$ cat config.mk
export PLATFORM = sky130hd
export DESIGN_NAME = instr_encoder_loader
export DESIGN_NICKNAME = d
export VERILOG_FILES = /design/src/rtl/instr_encoder_loader.sv
export SDC_FILE = /design/constraint.sdc
export NUM_CORES = 1
export LEC_CHECK = 0
export BUFFER_PORTS_ARGS = -buffer_cell sky130_fd_sc_hd__buf_2
export CORE_MARGIN = 8
export CORE_UTILIZATION = 30
export CTS_BUF_LIST = sky130_fd_sc_hd__clkbuf_8
export DETAILED_ROUTE_END_ITERATION = 10
export SYNTH_ARGS = -nofsm -noshare
export SYNTH_HDL_FRONTEND = slang
export SYNTH_SLANG_ARGS = --single-unit
$ cat constraint.sdc
create_clock -name clk -period 2.4 [get_ports clk]
set_input_delay 0.24 -clock clk [delete_from_list [all_inputs] [get_ports clk]]
set_output_delay 0.24 -clock clk [all_outputs]
set_load 0.05 [all_outputs]
$ cat src/rtl/instr_encoder_loader.sv
// instr_encoder_loader: turns a stream of decoded instruction descriptors into
// RV32I instruction words and writes them into consecutive IMEM word addresses.
// Each session runs from a start pulse until the descriptor marked last, an
// illegal or misaligned descriptor, or the instruction memory filling up.
module instr_encoder_loader #(
  parameter int ADDR_WIDTH = 8,
  parameter int BASE_ADDR  = 0
) (
  input  logic                  clk,
  input  logic                  rst_n,
  input  logic                  start,
  input  logic                  in_valid,
  output logic                  in_ready,
  input  logic [3:0]            in_fmt,
  input  logic [2:0]            in_funct3,
  input  logic                  in_funct7b5,
  input  logic [4:0]            in_rd,
  input  logic [4:0]            in_rs1,
  input  logic [4:0]            in_rs2,
  input  logic [31:0]           in_imm,
  input  logic                  in_last,
  output logic                  imem_we,
  output logic [ADDR_WIDTH-1:0] imem_addr,
  output logic [31:0]           imem_wdata,
  output logic                  busy,
  output logic                  done,
  output logic                  err,
  output logic [1:0]            err_code,
  output logic [ADDR_WIDTH:0]   count
);

  localparam int DEPTH = 1 << ADDR_WIDTH;

  // Session states
  localparam logic [1:0] S_IDLE  = 2'd0;
  localparam logic [1:0] S_RUN   = 2'd1;
  localparam logic [1:0] S_DONE  = 2'd2;
  localparam logic [1:0] S_ERROR = 2'd3;

  // Descriptor format classes
  localparam logic [3:0] FMT_R      = 4'd0;
  localparam logic [3:0] FMT_I_ALU  = 4'd1;
  localparam logic [3:0] FMT_LOAD   = 4'd2;
  localparam logic [3:0] FMT_STORE  = 4'd3;
  localparam logic [3:0] FMT_BRANCH = 4'd4;
  localparam logic [3:0] FMT_JAL    = 4'd5;
  localparam logic [3:0] FMT_JALR   = 4'd6;
  localparam logic [3:0] FMT_LUI    = 4'd7;
  localparam logic [3:0] FMT_AUIPC  = 4'd8;

  // RV32I major opcodes
  localparam logic [6:0] OP_R      = 7'b0110011;
  localparam logic [6:0] OP_I_ALU  = 7'b0010011;
  localparam logic [6:0] OP_LOAD   = 7'b0000011;
  localparam logic [6:0] OP_STORE  = 7'b0100011;
  localparam logic [6:0] OP_BRANCH = 7'b1100011;
  localparam logic [6:0] OP_JAL    = 7'b1101111;
  localparam logic [6:0] OP_JALR   = 7'b1100111;
  localparam logic [6:0] OP_LUI    = 7'b0110111;
  localparam logic [6:0] OP_AUIPC  = 7'b0010111;

  // Abort reasons
  localparam logic [1:0] ERR_FMT   = 2'b01;
  localparam logic [1:0] ERR_ALIGN = 2'b10;
  localparam logic [1:0] ERR_OVF   = 2'b11;

  localparam logic [ADDR_WIDTH+1:0] FILL_FULL = (ADDR_WIDTH+2)'(DEPTH);
  localparam logic [ADDR_WIDTH+1:0] FILL_LAST = (ADDR_WIDTH+2)'(DEPTH - 1);

  logic [1:0]            state;
  logic [ADDR_WIDTH-1:0] next_addr;
  // A final word is in flight; the session closes once it has been written.
  logic                  close_pending;
  logic                  close_err;

  logic [ADDR_WIDTH+1:0] fill;
  logic                  handshake;
  logic                  fmt_illegal;
  logic                  misaligned;
  logic [31:0]           enc_word;

  // Words committed to this session: already counted plus the one being written.
  assign fill = {1'b0, count} + (ADDR_WIDTH+2)'(imem_we);

  assign busy        = (state == S_RUN);
  assign in_ready    = (state == S_RUN) && !start && !close_pending && (fill != FILL_FULL);
  assign handshake   = in_valid && in_ready;
  assign fmt_illegal = (in_fmt > FMT_AUIPC);
  assign misaligned  = ((in_fmt == FMT_BRANCH) || (in_fmt == FMT_JAL)) && in_imm[0];

  // Pack the descriptor fields into the RV32I layout of its format class.
  always_comb begin
    // NOTE: give every combinational output a default first so no path leaves it
    // unassigned; an unassigned path would infer a latch.
    enc_word = '0;
    case (in_fmt)
      FMT_R:
        enc_word = {1'b0, in_funct7b5, 5'b00000, in_rs2, in_rs1, in_funct3, in_rd, OP_R};
      FMT_I_ALU:
        if ((in_funct3 == 3'b001) || (in_funct3 == 3'b101)) begin
          // Shift-immediate: shamt in the rs2 slot, funct7 carries srai/srli.
          enc_word = {1'b0, in_funct7b5, 5'b00000, in_imm[4:0], in_rs1, in_funct3, in_rd,
                      OP_I_ALU};
        end else begin
          enc_word = {in_imm[11:0], in_rs1, in_funct3, in_rd, OP_I_ALU};
        end
      FMT_LOAD:
        enc_word = {in_imm[11:0], in_rs1, in_funct3, in_rd, OP_LOAD};
      FMT_STORE:
        enc_word = {in_imm[11:5], in_rs2, in_rs1, in_funct3, in_imm[4:0], OP_STORE};
      FMT_BRANCH:
        enc_word = {in_imm[12], in_imm[10:5], in_rs2, in_rs1, in_funct3, in_imm[4:1],
                    in_imm[11], OP_BRANCH};
      FMT_JAL:
        enc_word = {in_imm[20], in_imm[10:1], in_imm[11], in_imm[19:12], in_rd, OP_JAL};
      FMT_JALR:
        enc_word = {in_imm[11:0], in_rs1, 3'b000, in_rd, OP_JALR};
      FMT_LUI:
        enc_word = {in_imm[31:12], in_rd, OP_LUI};
      FMT_AUIPC:
        enc_word = {in_imm[31:12], in_rd, OP_AUIPC};
      default:
        enc_word = '0;
    endcase
  end

  // Session control, write port registers and status flags.
  always_ff @(posedge clk or negedge rst_n) begin
    if (!rst_n) begin
      // NOTE: the write data/address registers are reset as well, so the IMEM
      // port shows all zeros rather than X until the first write.
      state         <= S_IDLE;
      next_addr     <= '0;
      close_pending <= 1'b0;
      close_err     <= 1'b0;
      imem_we       <= 1'b0;
      imem_addr     <= '0;
      imem_wdata    <= '0;
      done          <= 1'b0;
      err           <= 1'b0;
      err_code      <= '0;
      count         <= '0;
    end else begin
      // NOTE: all state here uses non-blocking assignments so every register
      // samples the pre-edge values; blocking ones would make order matter.
      imem_we <= 1'b0;
      if (imem_we) begin
        count <= count + 1'b1;
      end

      if (start) begin
        // Restart wins over anything in progress; a write registered last cycle
        // still reaches IMEM but is not counted for the new session.
        state         <= S_RUN;
        next_addr     <= ADDR_WIDTH'(BASE_ADDR);
        count         <= '0;
        done          <= 1'b0;
        err           <= 1'b0;
        err_code      <= '0;
        close_pending <= 1'b0;
        close_err     <= 1'b0;
      end else if (state == S_RUN) begin
        if (close_pending) begin
          // The final word is on the write port this cycle; close the session.
          close_pending <= 1'b0;
          if (close_err) begin
            state    <= S_ERROR;
            err      <= 1'b1;
            err_code <= ERR_OVF;
          end else begin
            state <= S_DONE;
            done  <= 1'b1;
          end
        end else if (handshake) begin
          if (fmt_illegal) begin
            state    <= S_ERROR;
            err      <= 1'b1;
            err_code <= ERR_FMT;
          end else if (misaligned) begin
            state    <= S_ERROR;
            err      <= 1'b1;
            err_code <= ERR_ALIGN;
          end else begin
            imem_we    <= 1'b1;
            imem_addr  <= next_addr;
            imem_wdata <= enc_word;
            next_addr  <= next_addr + 1'b1;
            if (in_last) begin
              close_pending <= 1'b1;
              close_err     <= 1'b0;
            end else if (fill == FILL_LAST) begin
              // This word fills the memory and the stream did not end here.
              close_pending <= 1'b1;
              close_err     <= 1'b1;
            end
          end
        end
      end
    end
  end

endmodule

==> results of run 1 <==
==> placed cells by master, fill, tap and decap left out, types with 6 or more instances in the layout <==
| master | count |
|---|---|
| mux2_2 | 10 |
| clkbuf_8 | 9 |
| buf_2 | 114 |
| a22oi_1 | 22 |
| a21oi_1 | 16 |
| o21ai_1 | 21 |
| nor2_1 | 41 |
| nor3_1 | 7 |
| o21ai_0 | 23 |
| nand2_1 | 47 |
| or3_1 | 6 |
| dfrtp_1 | 60 |
| nand2b_1 | 7 |
| inv_1 | 15 |
| nand3_1 | 9 |
| buf_4 | 19 |
==> per-stage QoR <==
stage | power, mW | instances | utilization (%) | hold slack [ns] | instance area [um2]
2_1_floorplan | 2.028 | 394 | - | -0.05559 | 3607
3_3_place_gp | 2.339 | 642 | 38.17 | 0.07156 | 4377
3_5_place_dp | 2.356 | 642 | 38.17 | 0.07548 | 4377
4_1_cts | 3.647 | 665 | 41.34 | 0.1102 | 4741
5_1_grt | 3.788 | 667 | 41.69 | 0.1259 | 4781
6_report | 3.593 | 667 | 41.69 | 0.1443 | 4781
==> worst register-to-register path: stages, from the launching register on <==
cell and delay, ns:
dfrtp_4 0.51, ha_4 0.18, and4_4 0.19, a21o_1 0.18
a221o_1 0.38, buf_6 0.14, o211ai_4 0.21, buf_12 0.22
mux2_2 0.35
==> flip-flops by register name, summed over array words and instances (netlist names) <==
signal	flops
imem_wdata	31
err_code	2
imem_we	1
close_pending	1
count	9
next_addr	8
close_err	1
imem_addr	8
err	1
state	2
done	1
==> metal layers <==
metal | share of wire [%] | wire length, um | vias up
met5 | 0 | 0 | -
met1 | 45 | 4935 | 1605
met2 | 45 | 4956 | 119
met4 | 0.69 | 75 | 0
met3 | 8.9 | 979 | 9
li1 | - | - | 1651
==> timing repair <==
action | in CTS | in global routing
setup endpoints to repair | 3 | 47
buffers inserted | 6 | 1
gates cloned | 0 | 1
resized for setup | 25 | 7
hold buffers | 1 | 0
endpoints found under the hold margin | 6 | 0
pin swaps | 4 | 2
==> path summary, 6_finish.rpt <==
check                               from              to  slack (ns)
setup / recovery                count[0]    imem_addr[6]       -0.06
hold / removal                   in_last       close_err        0.14
setup reg to reg                count[0]    imem_addr[6]       -0.06
hold reg to reg            imem_wdata[9]   imem_wdata[9]        0.48
max in group asynchronous          rst_n        count[0]        1.11
min in group asynchronous          rst_n  imem_wdata[10]        0.25
==> cell families (layout without fill, tap and decap cells) <==
logic type	count (synthesis)	count (layout)	share of synthesized area [%]
AOI/OAI and AO/OA	114	114	20.82
xor gates and xnor gates	10	10	2.466
adders and majority gates	4	4	1.409
buffers and inverters	41	171	5.283
DFF	65	65	45.79
muxes	18	18	5.495
and+or+nand+nor	142	142	18.74
==> cell type report <==
type / instances / area [um2]
well taps: 143 / 178.9
multi-input cells: 288 / 1812
fillers: 1156 / 6686
flip-flops and latches: 65 / 1638
inverters: 15 / 56.30
clock buffers: 9 / 123.9
clock inverters: 7 / 142.6
repair buffers: 140 / 829.5
==> where the power goes <==
part	total [mW]	internal, mW	switching [mW]
logic	1.06	0.289	0.770
registers	1.30	1.22	0.0756
clock network	1.23	0.794	0.439
total	3.59	2.31	1.29
==> results.tsv, run 1 <==
stage	metric	value	unit
timing	drv_slew	0	
clock_network	clock_path_buffers	2	
setup_path	worstRegToRegCells	8	
grt	grt_max_degree	60	
floorplan	initial_core_util	30.98	%
placement	routabilityCongestion	0.8260	
status	status	finished, violations left	
run	maxCapViolCount	0	
route	wire_per_inst	16.41	um
setup_path	crit_family	compound AO/OA/AOI/OAI gates	
clock_network	cts_tree	yes	
hold_path	holdPathStages	2	
floorplan	die_y	124.8	um
grt	grtUsageMet2	21.38	%
clock_network	clock_latency	0.35	ns
floorplan	num_rows	39	
setup_path	arrival	2.69	ns
synthesis	yosysTopAreaCellShare	45.79	%
synthesis	async_flop_share	100.0	%
power_and_ir_drop	ir_drop	0.4508	mV
grt	grtUsageMet3	5.532	%
synthesis	synth-seq-area-share	45.79	%
synthesis	synthCells	394	
synthesis	yosysMostFrequentCell	dfrtp_1	
timing	max_slew_margin	48.91	%
clock_network	root_buffer	clkbuf_8	
synthesis	synthesis.area	0.003552	mm2
timing	rsz0062_at_grt	yes	
setup_path	path_depth	8	
grt	busiest_layer	met2	
timing	fin_crit	2.461	ns
synthesis	yosys-top-cells-area	dfrtp_1 (46%), o21ai_0 (5.9%), nand2_1 (5.0%)	
grt	grt_overflow	0	
setup_path	cp-start-kind	flop	
timing	fin_skew	0.007990	ns
setup_path	path_max_fanout	21	
synthesis	ys_types	49	
setup_path	cp-end-kind	flop	
synthesis	syn_nets	458	
finish	syn_to_final_growth	34.59	%
timing	timing.fmax	0.4063	GHz
setup_path	worstSetupPathType	reg2reg	
power_and_ir_drop	p_per_area	751.5	mW/mm2
clock_network	cts_buffers	9	
route	wl	10950	um
synthesis	yosysTopAreaCell	dfrtp_1	
synthesis	synthFlopType	dfrtp_1	
grt	grt_usage	13.64	%
timing	finalSetupTns	-0.5749	ns
timing	fin_crit_sh	102.6	%
clock_network	clock-sinks	65	
route	drt_iter0_markers	216	
power_and_ir_drop	cellLeakagePower	2.294	nW
setup_path	cp_data_required_time	2.63	ns
timing	setup_slack	-0.06133	ns
floorplan	core_area	0.01147	mm2
timing	finalHoldViolCount	0	
setup_path	worst-path-buf-inv	2	
setup_path	cp_slowest_cell	dfrtp_4	
setup_path	path_cells	ha_4, and4_4, a21o_1, a221o_1, buf_6, o211ai_4, buf_12, mux2_2	
synthesis	avgSynthCellArea	9.016	um2
hold_path	hold_path.class	in2reg	
clock_network	clk_pin_slew	0.07	ns
grt	grt_first_pass_wirelength	17690	um
synthesis	ys_warn_count	0	
route	vias_per_cell	5.073	
floorplan	dieArea	0.01558	mm2
floorplan	dieWidth	124.8	um
placement	dp_slack	-0.01201	ns
clock_network	h-tree-depth	3	
route	vias	3384	
timing	worst_pin_slew	0.7663	ns
grt	grtUsageMet1	16.97	%
status	violations	negative setup slack	
synthesis	synth_edf_count	0	
synthesis	netlist_top_cells_count	dfrtp_1 (65), nand2_1 (47), o21ai_0 (42)	
route	drtAntennaViolNets	0	
finish	layout-drive-gt1-share	35.69	%
grt	grt_pass1_vias	3398	
floorplan	ioPinCount	116	
timing	setup_viol	14	
placement	portBuffers	115	
synthesis	ys_seq_elements	65	
route	dr.pass1.iters	4	
finish	fin_nets	583	
grt	antenna_found_initial	0	
route	drc_errors	0	
finish	diodes	0	
setup_path	max_stage_delay	0.51	ns
placement	dp_hpwl	8075	um
No activity file was read; power rests on OpenSTA's default activity.
==> run 2: changes to the inputs <==
Settings changed: ABC_AREA set to 1.
==> run 2 against run 1 <==
Effect of this change: the run now ends clean; clock power is 24% lower; area after synthesis is 2.7% higher; sequential power is 13% higher; sequential share of layout area is 0.81 points higher; clock skew is 0.012 ns higher; cell area is 2.8% lower; synthesized cell count is 29% higher; first-iteration DRC count is 14% lower; clock-buffer cell count stayed put; sequential cell count stayed put; fmax is 13% higher; cell count is 17% higher; largest cell class unchanged.
==> results.tsv, run 2 <==
stage	metric	value	unit	change
synthesis	synthesis.area	0.003648	mm2	+2.7%
synthesis	ys_warn_count	0		unchanged
floorplan	core_area	0.01196	mm2	+4.3%
power_and_ir_drop	pwr-share-clk	23.4	%	-11 points
timing	finalHoldViolCount	0		unchanged
setup_path	crit_family	simple AND/OR/NAND/NOR gates		
timing	timing.fmax	0.4593	GHz	+13%
setup_path	arrival	1.94	ns	-0.75 ns
setup_path	r2r-start	imem_we		
finish	final_cell_mix	nand2_1 (203), buf_2 (114), dfrtp_1 (63), inv_1 (62), o21ai_0 (41)		
power_and_ir_drop	cellLeakagePower	2.605	nW	+14%
clock_network	cts_buffers	9		unchanged
setup_path	worstRegToRegCells	13		+5
timing	drv_slew	0		unchanged
placement	routabilityCongestion	0.8360		+1.2%
synthesis	netlist_top_cells_count	nand2_1 (203), dfrtp_1 (65), inv_1 (60)		
status	status	complete, no violations		
setup_path	cp_data_required_time	2.16	ns	-0.47 ns
timing	rsz0062_at_grt	no		
timing	setup_viol	0		-14
clock_network	clock_latency	0.35	ns	about the same
floorplan	num_rows	40		+2.6%
finish	nFillCells	1251		+8.2%
synthesis	ys_types	34		-31%
synthesis	yosysMostFrequentCell	nand2_1		
timing	max_slew_margin	64.27	%	+15 points
setup_path	max_stage_delay	0.45	ns	-0.06 ns
floorplan	dieArea	0.01595	mm2	+2.4%
clock_network	clk_pin_slew	0.08	ns	about the same
setup_path	path_cells	ha_1, nand2_2, nor2_4, inv_1, nand2_1, nand2_1, nand2_1, nor2_1, a21boi_2, buf_4		
clock_network	cts_tree	yes		
route	drc_errors	0		unchanged
route	dr.pass1.iters	6		+2
timing	finalSetupTns	0	ns	+0.5749 ns
setup_path	path_depth	10		+2
route	vias_per_cell	4.618		-9.0%
floorplan	die_y	126.3	um	+1.2%
timing	timing.hold.ws	0.1405	ns	-0.003830 ns
run	maxCapViolCount	0		unchanged
power_and_ir_drop	p_sw	1.826	mW	+42%
hold_path	min_from	in_last		
hold_path	holdPathStages	2		unchanged
synthesis	yosysTopAreaCellShare	44.58	%	-1.2 points
placement	dp_hpwl	8406	um	+4.1%
route	wire_per_inst	13.73	um	-16%
route	drt_iter0_markers	185		-14%
synthesis	yosysTopAreaCell	dfrtp_1		
finish	diodes	0		unchanged
synthesis	synthCells	509		+29%
setup_path	cp_slowest_cell	dfrtp_2		
finish	largest_register	imem_wdata		
route	vias	3611		+6.7%
hold_path	hold_path.class	in2reg		
synthesis	synth_edf_count	0		unchanged
synthesis	synth-seq-area-share	44.58	%	-1.2 points
timing	fin_skew	0.02004	ns	+0.01205 ns
floorplan	dieWidth	126.3	um	+1.2%
route	wl	10740	um	-1.9%
placement	portBuffers	115		unchanged
placement	place.detailed.instances	763		+19%
synthesis	yosys-top-cells-area	dfrtp_1 (45%), nand2_1 (21%), inv_1 (6.2%)		
finish	largest_register_ff_count	31		unchanged
setup_path	worst-path-buf-inv	2		unchanged
finish	layout_commonest_cell	nand2_1		
finish	fin_nets	694		+19%
setup_path	cp_common_cell	nand2_1		
finish	layout-drive-gt1-share	25.51	%	-10 points
clock_network	clock_path_buffers	2		unchanged
synthesis	ys_seq_elements	65		unchanged
grt	grt_first_pass_wirelength	18420	um	+4.1%
grt	grt_usage	14.07	%	+0.43 points
finish	layoutNonFillerInstCount	782		+17%
finish	top_regs	imem_wdata (31), count (9)		
floorplan	initial_core_util	30.50	%	-0.47 points
power_and_ir_drop	p_per_area	856.1	mW/mm2	+14%
synthesis	avgSynthCellArea	7.168	um2	-20%
grt	grt_pass1_vias	3847		+13%
grt	antenna_found_initial	0		unchanged
power_and_ir_drop	power_frac_comb	39.6	%	+10 points
power_and_ir_drop	seq_power_share	36.9	%	+0.7 points
floorplan	ioPinCount	116		unchanged
grt	grt_max_degree	66		+10%
synthesis	syn_nets	573		+25%
power_and_ir_drop	power_switching_share	45.91	%	+10 points
route	drtAntennaViolNets	0		unchanged
power_and_ir_drop	ir_drop	0.5634	mV	+25%
clock_network	root_buffer	clkbuf_8		
timing	worst_pin_slew	0.5335	ns	-0.2328 ns
grt	grt_overflow	0		unchanged
timing	fin_crit	2.177	ns	-0.2839 ns
synthesis	synthFlopType	dfrtp_1		
power_and_ir_drop	p_int	2.151	mW	-6.8%
setup_path	cp-start-kind	flop		
setup_path	path_max_fanout	7		-67%
timing	fin_crit_sh	90.73	%	-12 points
power_and_ir_drop	finalPower	3.977	mW	+11%
synthesis	async_flop_share	100.0	%	unchanged
clock_network	clock-sinks	65		unchanged
finish	syn_to_final_growth	27.33	%	
setup_path	worstSetupPathType	reg2out		
setup_path	cp-end-kind	primary output		
setup_path	crit_path_start	imem_we		
clock_network	h-tree-depth	3		unchanged
run 2: final timing paths:
kind                                   to  slack, ns
hold reg to reg              imem_addr[2]       0.47
max in group asynchronous        count[0]       1.65
setup / recovery                 in_ready       0.22
hold / removal                  close_err       0.14
setup reg to reg            imem_wdata[1]       0.28
min in group asynchronous  imem_wdata[26]       0.43
run 2: area by class of cell:
class / count / area [um2] / share of cell area [%]
Inverter: 61 / 231.5 / 4.982
Sequential cell: 65 / 1629 / 35.07
Tap cell: 147 / 183.9 / 3.959
Clock inverter: 7 / 63.81 / 1.374
Clock buffer: 9 / 123.9 / 2.666
Timing Repair Buffer: 125 / 705.7 / 15.19
Multi-Input combinational cell: 368 / 1708 / 36.76
run 2: metal layers:
metal / part of all wire (%) / wire [um] / vias to the layer above / track usage (%)
met5: 0 / 0 / - / 0
met4: 0.90 / 97 / 0 / 3.751
met3: 6.8 / 735 / 7 / 5.232
met2: 46 / 4977 / 114 / 23.40
met1: 46 / 4926 / 1636 / 16.70
li1: - / - / 1854 / -
run 2: stage by stage:
stage	area [um2]	setup slack, ns	utilization, %
2_1_floorplan	3652	0.09242	-
3_3_place_gp	4428	0.2602	37.02
3_5_place_dp	4428	0.1624	37.02
4_1_cts	4626	0.03758	38.67
5_1_grt	4646	0.005380	38.84
6_report	4646	0.2225	38.84
run 2: cell families after synthesis:
group / share of synthesized area, %
adder cells (fa/ha/maj): 1.372
AO/OA/AOI/OAI: 12.11
flip-flops: 44.58
buffers and inverters: 8.711
XOR/XNOR: 0.2401
AND/OR/NAND/NOR: 32.99
run 2: repair_timing:
item,CTS,global route
hold buffers,1,0
setup endpoints to repair,0,33
setup buffers,0,2
endpoints found under the hold margin,65,0
gates resized for setup,0,4
run 2: power by group through the flow:
stage | combinational, mW | sequential (mW) | clock, mW
after floorplan | 0.398 | 2.22 | 0
after global placement | 1.58 | 1.49 | 0
after detailed placement | 1.60 | 1.49 | 0
after CTS | 1.60 | 1.47 | 0.956
after global routing | 1.70 | 1.50 | 1.01
final | 1.58 | 1.47 | 0.933
run 2: worst register-to-register path, delay by kind of cell (launching register included):
family	cells	cell delay, ns
and+or+nand+nor	10	1.09
DFF	1	0.45
buffers and inverters	2	0.25
adders and majority gates	1	0.23
